[config.mk]
export PLATFORM = sky130hd
export DESIGN_NAME = game_judge_flat
export DESIGN_NICKNAME = d
export VERILOG_FILES = /design/src/rtl/game_judge_if.sv /design/src/rtl/game_judge.sv /design/src/flat_wrapper.sv
export SDC_FILE = /design/constraint.sdc
export NUM_CORES = 1
export LEC_CHECK = 0
export BUFFER_PORTS_ARGS = -buffer_cell sky130_fd_sc_hd__buf_4
export CAP_MARGIN = 10
export CORE_MARGIN = 2
export CORE_UTILIZATION = 60
export CTS_BUF_LIST = sky130_fd_sc_hd__clkbuf_16
export DETAILED_ROUTE_END_ITERATION = 12
export GPL_TIMING_DRIVEN = 0
export PLACE_DENSITY = 0.84
export SETUP_SLACK_MARGIN = 0.05
export SYNTH_ARGS = -nofsm -noshare
export SYNTH_HDL_FRONTEND = slang
export SYNTH_SLANG_ARGS = --single-unit
[constraint.sdc]
create_clock -name clk -period 4.3 [get_ports clk]
set_clock_uncertainty 0.15 [all_clocks]
set_input_delay 0.215 -clock clk [delete_from_list [all_inputs] [get_ports clk]]
set_output_delay 0.215 -clock clk [all_outputs]
set_load 0.05 [all_outputs]
[src/rtl/game_judge_if.sv]
// game_judge_if: evaluation handshake between the board source, game_judge and print_result.
// The master drives start/board/ready. The slave (game_judge) returns the verdict and req.
interface game_judge_if;
    logic        start;
    logic [17:0] board;
    logic        ready;
    logic        req;
    logic        win_a;
    logic        win_b;
    logic        draw;
    logic        busy;

    modport master (
        output start, board, ready,
        input  req, win_a, win_b, draw, busy
    );

    modport slave (
        input  start, board, ready,
        output req, win_a, win_b, draw, busy
    );
endinterface

[src/rtl/game_judge.sv]
// game_judge: on start, captures a 3x3 board and scans the 8 winning lines one per
// clock. It then issues a one-cycle req to print_result once ready is seen.
// The verdict flags are held until the next accepted start.
// Optional full-board draw detection is enabled by defining GAME_JUDGE_DRAW_EN.
module game_judge (
    input  logic        clk,
    input  logic        reset,
    game_judge_if.slave bus
);
    typedef enum logic [1:0] {IDLE, SCAN, REPORT} state_e;

    state_e          state_q, state_d;
    logic [17:0]     board_q, board_d;
    logic [2:0]      idx_q, idx_d;
    logic            win_a_q, win_a_d;
    logic            win_b_q, win_b_d;
    logic            req_q, req_d;
    logic [8:0][1:0] cells;
    logic [3:0]      c0, c1, c2;
    logic            line_a, line_b;
`ifdef GAME_JUDGE_DRAW_EN
    logic            draw_q, draw_d;
    logic            full;
`endif

    assign cells = board_q;

    // Map the current line index to its three cell positions.
    always_comb begin
        c0 = 4'd0;
        c1 = 4'd0;
        c2 = 4'd0;
        case (idx_q)
            3'd0:    begin c0 = 4'd0; c1 = 4'd1; c2 = 4'd2; end
            3'd1:    begin c0 = 4'd3; c1 = 4'd4; c2 = 4'd5; end
            3'd2:    begin c0 = 4'd6; c1 = 4'd7; c2 = 4'd8; end
            3'd3:    begin c0 = 4'd0; c1 = 4'd3; c2 = 4'd6; end
            3'd4:    begin c0 = 4'd1; c1 = 4'd4; c2 = 4'd7; end
            3'd5:    begin c0 = 4'd2; c1 = 4'd5; c2 = 4'd8; end
            3'd6:    begin c0 = 4'd0; c1 = 4'd4; c2 = 4'd8; end
            default: begin c0 = 4'd2; c1 = 4'd4; c2 = 4'd6; end
        endcase
    end

    assign line_a = (cells[c0] == 2'b01) && (cells[c1] == 2'b01) && (cells[c2] == 2'b01);
    assign line_b = (cells[c0] == 2'b10) && (cells[c1] == 2'b10) && (cells[c2] == 2'b10);

`ifdef GAME_JUDGE_DRAW_EN
    // Board is full when every cell is owned by exactly one player (01 or 10).
    always_comb begin
        full = 1'b1;
        for (int unsigned i = 0; i < 9; i++) begin
            full = full & (cells[i][1] ^ cells[i][0]);
        end
    end
`endif

    // Next-state, line scan and report handshake.
    always_comb begin
        state_d = state_q;
        board_d = board_q;
        idx_d   = idx_q;
        win_a_d = win_a_q;
        win_b_d = win_b_q;
        req_d   = 1'b0;
`ifdef GAME_JUDGE_DRAW_EN
        draw_d  = draw_q;
`endif
        case (state_q)
            IDLE: begin
                if (bus.start) begin
                    board_d = bus.board;
                    win_a_d = 1'b0;
                    win_b_d = 1'b0;
`ifdef GAME_JUDGE_DRAW_EN
                    draw_d  = 1'b0;
`endif
                    idx_d   = 3'd0;
                    state_d = SCAN;
                end
            end
            SCAN: begin
                if (line_a) win_a_d = 1'b1;
                if (line_b) win_b_d = 1'b1;
                if (idx_q == 3'd7) begin
                    // The draw decision must see the win flags from this final line too.
`ifdef GAME_JUDGE_DRAW_EN
                    draw_d = full && !win_a_d && !win_b_d;
`endif
                    state_d = REPORT;
                end else begin
                    idx_d = idx_q + 3'd1;
                end
            end
            REPORT: begin
                if (bus.ready) begin
                    req_d   = 1'b1;
                    state_d = IDLE;
                end
            end
            default: state_d = IDLE;
        endcase
    end

    // State and result registers; reset aborts any evaluation in progress.
    always_ff @(posedge clk or negedge reset) begin
        if (!reset) begin
            state_q <= IDLE;
            board_q <= '0;
            idx_q   <= '0;
            win_a_q <= 1'b0;
            win_b_q <= 1'b0;
            req_q   <= 1'b0;
`ifdef GAME_JUDGE_DRAW_EN
            draw_q  <= 1'b0;
`endif
        end else begin
            state_q <= state_d;
            board_q <= board_d;
            idx_q   <= idx_d;
            win_a_q <= win_a_d;
            win_b_q <= win_b_d;
            req_q   <= req_d;
`ifdef GAME_JUDGE_DRAW_EN
            draw_q  <= draw_d;
`endif
        end
    end

    assign bus.req   = req_q;
    assign bus.win_a = win_a_q;
    assign bus.win_b = win_b_q;
    assign bus.busy  = (state_q != IDLE);
`ifdef GAME_JUDGE_DRAW_EN
    assign bus.draw  = draw_q;
`else
    assign bus.draw  = 1'b0;
`endif
endmodule

[src/flat_wrapper.sv]
// flat-port wrapper written by rule: the top's interface ports become plain ports
module game_judge_flat 
  (clk, reset, bus_start, bus_board, bus_ready, bus_req, bus_win_a, bus_win_b, bus_draw, bus_busy);
  game_judge_if bus_i ();
  input  logic clk;
  input  logic reset;
  input wire logic [$bits(bus_i.start)-1:0] bus_start;
  input wire logic [$bits(bus_i.board)-1:0] bus_board;
  input wire logic [$bits(bus_i.ready)-1:0] bus_ready;
  output wire logic [$bits(bus_i.req)-1:0] bus_req;
  output wire logic [$bits(bus_i.win_a)-1:0] bus_win_a;
  output wire logic [$bits(bus_i.win_b)-1:0] bus_win_b;
  output wire logic [$bits(bus_i.draw)-1:0] bus_draw;
  output wire logic [$bits(bus_i.busy)-1:0] bus_busy;
  assign bus_i.start = bus_start;
  assign bus_i.board = bus_board;
  assign bus_i.ready = bus_ready;
  assign bus_req = bus_i.req;
  assign bus_win_a = bus_i.win_a;
  assign bus_win_b = bus_i.win_b;
  assign bus_draw = bus_i.draw;
  assign bus_busy = bus_i.busy;
  game_judge u_core (.clk(clk), .reset(reset), .bus(bus_i));
endmodule
Yosys cells after proc, flatten, opt, wreduce, memory -nomap -nowiden
Cells that the tools add are included.
{"block": "totals", "out_inout_bits": 5, "in_bits": 22, "regBits": 26}
{"block": "op_classes", "n_eq_ne": 21, "magnitude_cmp": 3, "n_mux": 23, "n_reduce_logical": 15, "add_sub_neg": 1}
{"op": "$bmux 2 s4", "n": 3}
{"op": "$pmux 3 s4", "n": 2}
{"op": "$pmux 4 s4", "n": 1}
{"op": "$eq 3x3->1 const B", "n": 4}
{"op": "$mux 2", "n": 6}
{"op": "$reduce_and 3->1", "n": 4}
{"op": "$lt 3x5->1 const B", "n": 2}
{"op": "$eq 2x1->1 const B", "n": 4}
{"op": "$eq 2x2->1 const B", "n": 4}
{"op": "$eq 3x2->1 const B", "n": 2}
{"op": "$mux 3", "n": 2}
{"op": "$ne 2x1->1 const B", "n": 3}
{"op": "$ne 2x2->1 const B", "n": 3}
{"op": "$pmux 2 s3", "n": 1}
{"op": "$pmux 3 s2", "n": 1}
{"op": "$reduce_or 3->1", "n": 2}
{"op": "$lt 4x5->1 const B", "n": 1}
{"op": "$mux 1", "n": 5}
{"op": "$logic_and 1x1->1", "n": 4}
{"op": "$pmux 1 s2", "n": 2}
{"op": "$reduce_bool 2->1", "n": 2}
{"op": "$add 3x1->3 const B", "n": 1}
{"op": "$eq 3x1->1 const B", "n": 1}
{"op": "$logic_not 3->1", "n": 1}
{"op": "2 further kinds", "n": 2}

Longest topological paths before layout
Gate-level depths: netlist of run 1.
{"block": "depth", "word_depth": 10, "ltp_mapped": 10, "mapped_depth_nobuf": 8}

Worst setup path after synthesis of run 1
OpenSTA, ideal clock, no wires.
{"block": "synth_path", "path_type": "register -> register", "start": "reg u_core.idx_q[0]", "end": "reg u_core.win_a_q (netlist: u_core.bus.win_a)", "slack_ps": 1970, "stages_incl_launch_ff": 10, "t_arrival_ps": 2060, "required_ps": 4030, "cell_sequence": "dfrtp_1 -> ha_1 -> ha_1 -> buf_6 -> nor3_4 -> a21oi_1 -> mux2_4 -> o31ai_1 -> nor3_1 -> a31o_1"}
{"block": "synth_via", "elab_chain_cells": 10, "word_cells_on_any_way": 25}
{"element": "start, declared", "line": "game_judge.sv:14", "source": "logic [2:0] idx_q, idx_d;"}
{"element": "start signal, assigned", "line": "game_judge.sv:120", "source": "idx_q <= idx_d;"}
{"element": "$eq 3x2->1 (tied with other cells)", "line": "game_judge.sv:33", "source": "case (idx_q)"}
{"element": "$reduce_or 3->1 (no source line)"}
{"element": "$pmux 3 s4", "line": "game_judge.sv:33"}
{"element": "$bmux 2 s4", "line": "game_judge.sv:45", "source": "assign line_a = (cells[c0] == 2'b01) && (cells[c1] == 2'b01) && (cells[c2] == 2'b01);"}
{"element": "$mux 2 (implied by the code)", "line": "game_judge.sv:45"}
{"element": "$eq 2x1->1", "line": "game_judge.sv:45"}
{"element": "$logic_and 1x1->1", "line": "game_judge.sv:45"}
{"element": "$logic_and 1x1->1 (*)", "line": "game_judge.sv:45"}
{"element": "$ne 2x1->1 (no source line) (*)"}
{"element": "$reduce_and 3->1 (no source line) (*)"}
{"element": "end signal, assigned", "line": "game_judge.sv:121", "source": "win_a_q <= win_a_d;"}
{"element": "end, declared", "line": "game_judge.sv:15", "source": "logic win_a_q, win_a_d;"}
Mark *: on every way between the ends. The rest lies on a longest branch, timed or not. The select of a mux whose other input is x is not followed.
A chain may end at the register's enable or synchronous reset.

Worst setup path in the final report of run 1
Same ends and word-level chain as after synthesis.

==> results of run 1 <==
[cells by family after synthesis]
kind of cell / share of synthesized area (%)
and+or+nand+nor: 12.6
AOI/OAI and AO/OA: 12.8
buffers and inverters: 5.21
muxes: 24.0
adders and majority gates: 5.36
other: 0.229
DFF: 39.8
[sequential cells by signal (all words and copies together) (netlist names)]
register and count:
u_core.bus.req 1, u_core.bus.win_a 1, u_core.board_q 18, u_core.state_q 2, u_core.bus.win_b 1, u_core.idx_q 3
[stage by stage]
stage	power [mW]	instances	hold slack, ns	util [%]	worst slack [ns]
after floorplan	1.19	149	-0.231	-	1.97
after global placement	1.35	204	-0.0199	73.7	1.73
after detailed placement	1.40	204	-0.00365	73.7	1.66
after CTS	1.68	209	0.0152	78.3	1.66
after global routing	1.81	209	0.0113	78.3	1.51
final	1.69	209	0.00950	78.3	1.59
[power breakdown]
part | leakage [nW] | internal, mW | switching [mW]
Combinational | 0.536 | 0.450 | 0.505
Sequential | 0.315 | 0.357 | 0.106
Clock | 0.0511 | 0.185 | 0.0894
Total | 0.902 | 0.992 | 0.701
[worst max path at each step]
stage | end | slack [ns] | from | depth (start not counted)
2_1_floorplan | u_core.bus.win_a | 1.97 | u_core.idx_q[0] | 9
3_3_place_gp | u_core.bus.win_a | 1.73 | u_core.idx_q[0] | 9
3_5_place_dp | u_core.bus.win_a | 1.66 | u_core.idx_q[0] | 9
4_1_cts | u_core.bus.win_a | 1.66 | u_core.idx_q[0] | 9
5_1_grt | u_core.bus.win_b | 1.51 | u_core.idx_q[0] | 9
6_report | u_core.bus.win_a | 1.59 | u_core.idx_q[0] | 9
[routing by layer]
metal	vias to the layer above	wire length [um]	global-route usage (%)
met2	47	1690	39.8
met1	621	1550	31.7
li1	600	-	-
met3	9	187	2.79
met5	-	0	0
met4	0	77	8.16
[cells in the final DEF, fill, tap and decap left out, drive strengths merged, types with 3 or more instances in the layout]
master	synthesis	final
nand2b	3	3
inv	8	8
buf	6	31
dfrtp	26	26
ha	7	7
mux2	23	23
nor3	3	3
a21oi	6	6
nand2	8	8
mux2i	10	10
o21ai	5	5
clkbuf	1	4
nor2b	3	3
nor2	11	11
[cell type report]
type,instances,share of cell area (%)
multi-input combinational,108,45.5
sequential,26,33.0
clock buffer,3,3.80
timing repair buffer,26,10.0
tap,30,1.90
buffer,7,2.79
clock inverter,1,1.52
inverter,8,1.52
==> results.tsv, run 1 <==
metric	value	unit
PortBufs	25	
Critical Path Fanout Max	10	
RSZ-0062 raised after global routing	false	
antenna violations before repair	0	
cell count after synthesis	149	
vias	1277	
Seq/Total Area, Yosys	39.8	%
Fin. Hold Viols	0	
Worst-Skew Late Latency	0.26	ns
critical path's largest stage delay	0.44	ns
clock root buffer	clkbuf_16	
DRT Wirelength	3510	um
Max VDD drop	562	uV
synth warn	0	
leading area contributor after synthesis	dfrtp_1	
htree depth	1	
Area contributors post-synth	dfrtp_1 (40%), mux2_2 (14%), mux2i_1 (6.1%)	
top cells by count, synth	dfrtp_1 (26), mux2_2 (20), nor2_1 (11), mux2i_1 (10), nand2_1 (8)	
max_cap viols	0	
FP Rows	18	
width of the die	56.2	um
Final nets	209	
I/O Pins	27	
final cycle utilization of the critical path	62.9	%
post-cts resize count	0	
GRT Resource Usage Total	23.7	%
endpoints failing setup	0	
Crit Path Class	reg2reg	
setup_tns	0	ns
Die Area	3160	um^2
Synth top area share	39.8	%
clock sink count	26	
routed length per instance	16.8	um
detailed router's first-iteration violation count	34	
R2R cell count	9	
largest net degree at the start of global routing	27	
Final HPWL DP	2530	um
Die Y	56.2	um
post-route design area	1970	um^2
critical-path cell list	inv_1 > ha_1 > buf_6 > or2_1 > a21oi_1 > mux2_4 > o31ai_1 > nor3_1 > a31o_1	
Lkg Pwr	0.902	nW
actual slew at the worst max-slew pin	0.511	ns
total CTS buffers	3	
Slew HR	64.9	%
CTS max path bufs	2	
reg-to-reg endpoint	u_core.bus.win_a	
final worst path period need	2.71	ns
Critical R2R Launch	u_core.idx_q[0]	
Post-DP Area	1860	um^2
sequential standard cell area	651	um^2
core area	2520	um^2
area occupied by multi-input gates	898	um^2
initial core utilization	64.8	%
dominant synthesized flop cell	dfrtp_1	
Post-CTS Setup Bufs	0	
hold path start	bus_ready	
hold worst-path end	u_core.state_q[1]	
number of diodes	0	
Crit. End Element	register	
area grow syn2layout	20.8	%
Post-DRT Antenna Nets	0	
worst reg-to-reg setup slack	1.59	ns
first-pass detailed-route iteration total	4	
fillers	178	
PD cells	857	nW/um^2
TritonCTS clock tree	done	
kind of cell adding the most delay to the critical path	compound AO/OA/AOI/OAI gates	
HP Class	in2reg	
buffers and inverters on the worst path	2	
fmax	370	MHz
status	completed	
Distinct cells, synth	42	
syn avg cell area	11.0	um^2
flop and latch count out of synthesis	26	
Worst Path Required	4.30	ns
Congestion Overflow GR	0	
number of flops mapped to enable cells by yosys	0	
Worst setup SP type	register	
first-pass GRT wire length	5870	um
Clk pin slew, worst setup/hold paths	0.07	ns
DRC	0	
Post-synth ARST share	100	%
Hold-fix buffers, CTS	1	
routability cong.	0.897	
Worst path slowest cell	dfrtp_1	
Synth Net Count	178	
via/cell ratio	6.11	
worst hold path stage count	2	
top-count cell post-synth	dfrtp_1	
post-synthesis cell area	1630	um^2
CP arrival	2.71	ns
fraction of layout cells with a size suffix above 1	36.9	%
vias in the first global route	1254	
Max Slew Vio Count	0	
Note: power is estimated with default switching activity, not from simulation.
==> run 2, diff against run 1 <==
CORE_UTILIZATION = 50   (was 60)
PLACE_DENSITY = 0.75   (was 0.84)
clock period = 2.2 ns   (was 4.3 ns; I/O delays follow)
==> results.tsv, run 2 (same netlist as run 1, synthesis figures left out) <==
metric	value	unit
status	finished with violations	
violated checks	setup timing	
Reg power frac	24.9	%
Worst-Skew Late Latency	0.26	ns
Final nets	232	
DRT Wirelength	4150	um
vias	1399	
Power Internal	2.13	mW
clock root buffer	clkbuf_16	
Max VDD drop	903	uV
PD cells	1600	nW/um^2
routability cong.	0.889	
I/O Pins	27	
final cycle utilization of the critical path	107	%
Slew HR	68.0	%
core area	3080	um^2
PnR worst setup slack	-0.164	ns
clock sink count	26	
via/cell ratio	5.69	
first-pass detailed-route iteration total	4	
most frequent cells in the layout	buf_4 (31), dfrtp_1 (24), mux2_2 (20), dlygate4sd3_1 (20), nor2_1 (10)	
Logic pwr share	64.5	%
Final HPWL DP	2550	um
worst hold path stage count	3	
Congestion Overflow GR	0	
RSZ-0062 raised after global routing	true	
final worst path period need	2.36	ns
P_sw	1.63	mW
routed length per instance	16.9	um
PortBufs	25	
Max Slew Vio Count	0	
Die Y	61.2	um
Fin. Hold Viols	0	
DRC	0	
total CTS buffers	3	
Lkg Pwr	1.02	nW
Largest Register	u_core.board_q	
endpoints failing setup	2	
vias in the first global route	1347	
actual slew at the worst max-slew pin	0.471	ns
Crit. End Element	register	
area grow syn2layout	43.4	%
Switching Fraction	43.4	%
width of the die	61.2	um
fraction of layout cells with a size suffix above 1	45.5	%
htree depth	1	
setup_tns	-0.304	ns
Critical Path Fanout Max	10	
number of diodes	0	
antenna violations before repair	0	
Post-DRT Antenna Nets	0	
TritonCTS clock tree	done	
HP Class	in2reg	
number of flip-flops in the largest register	18	
fmax	423	MHz
Worst Path Required	2.20	ns
max_cap viols	0	
R2R cell count	9	
hold slack	0.0352	ns
Die Area	3740	um^2
Worst setup SP type	register	
fillers	203	
largest registers	u_core.board_q x18, u_core.idx_q x3, u_core.state_q x2	
first-pass GRT wire length	6380	um
Clk pin slew, worst setup/hold paths	0.07	ns
CP arrival	2.37	ns
FP Rows	20	
most common cell after layout, fill and taps aside	buf_4	
largest net degree at the start of global routing	27	
CTS max path bufs	2	
Tot Pwr	3.76	mW
fin util	76.1	%
detailed router's first-iteration violation count	44	
initial core utilization	53.1	%
GRT Resource Usage Total	23.6	%
clock network fraction of total power	10.7	%
Crit Path Class	reg2reg	
==> run 2: layer usage <==
| metal | track usage, % | wire [um] | vias to the layer above |
|---|---|---|---|
| met3 | 3.57 | 236 | 5 |
| met4 | 9.63 | 40 | 0 |
| met5 | 0 | 0 | - |
| li1 | - | - | 650 |
| met1 | 30.3 | 1800 | 695 |
| met2 | 39.8 | 2070 | 49 |
==> run 2: power groups by stage <==
stage	registers, mW	logic [mW]	clock network (mW)
floorplan	0.885	1.56	0
global placement	0.912	1.86	0
detailed placement	0.920	1.93	0
CTS	0.911	2.08	0.404
global route	0.962	2.58	0.433
finish	0.933	2.42	0.401
==> run 2: critical path, cell delays in order (launching register included) <==
cell and delay [ns]:
dfrtp_2 0.47, inv_4 0.06, ha_2 0.18, buf_6 0.15
or2_4 0.26, a21oi_2 0.15, mux2_4 0.33, o31ai_4 0.20
nor3_1 0.08, a31o_1 0.22
==> run 2: worst paths after layout <==
path                       slack [ns]                  to               start
max                             -0.16    u_core.bus.win_a     u_core.idx_q[0]
max reg2reg                     -0.16    u_core.bus.win_a     u_core.idx_q[0]
min reg2reg                      0.37  u_core.board_q[16]  u_core.board_q[16]
min                              0.04   u_core.state_q[0]           bus_start
max in group asynchronous        1.48     u_core.idx_q[0]               reset
min in group asynchronous        0.15   u_core.board_q[7]               reset
==> run 2: timing repair <==
action	CTS	global route
hold endpoints to repair	46	0
buffers inserted	3	2
pin swaps	4	4
hold buffers	20	0
setup endpoints to repair	2	2
gates resized for setup	5	14
==> run 2: stage by stage <==
step	setup slack [ns]	std cells	area, um^2
4_1_cts	-0.0896	244	2240
6_report	-0.164	246	2340
2_1_floorplan	0.00142	149	1690
3_3_place_gp	-0.196	218	1930
3_5_place_dp	-0.252	218	1930
5_1_grt	-0.273	246	2340
==> run 2: layout make-up <==
| cell class | count | area [um^2] | share of cell area (%) |
|---|---|---|---|
| Inverter | 8 | 37.5 | 1.60 |
| Tap cell | 44 | 55.1 | 2.35 |
| Buffer | 6 | 51.3 | 2.19 |
| Clock inverter | 1 | 3.75 | 0.160 |
| Sequential cell | 26 | 653 | 27.9 |
| Timing Repair Buffer | 50 | 425 | 18.2 |
| Multi-Input combinational cell | 108 | 1040 | 44.5 |
| Clock buffer | 3 | 75.1 | 3.20 |
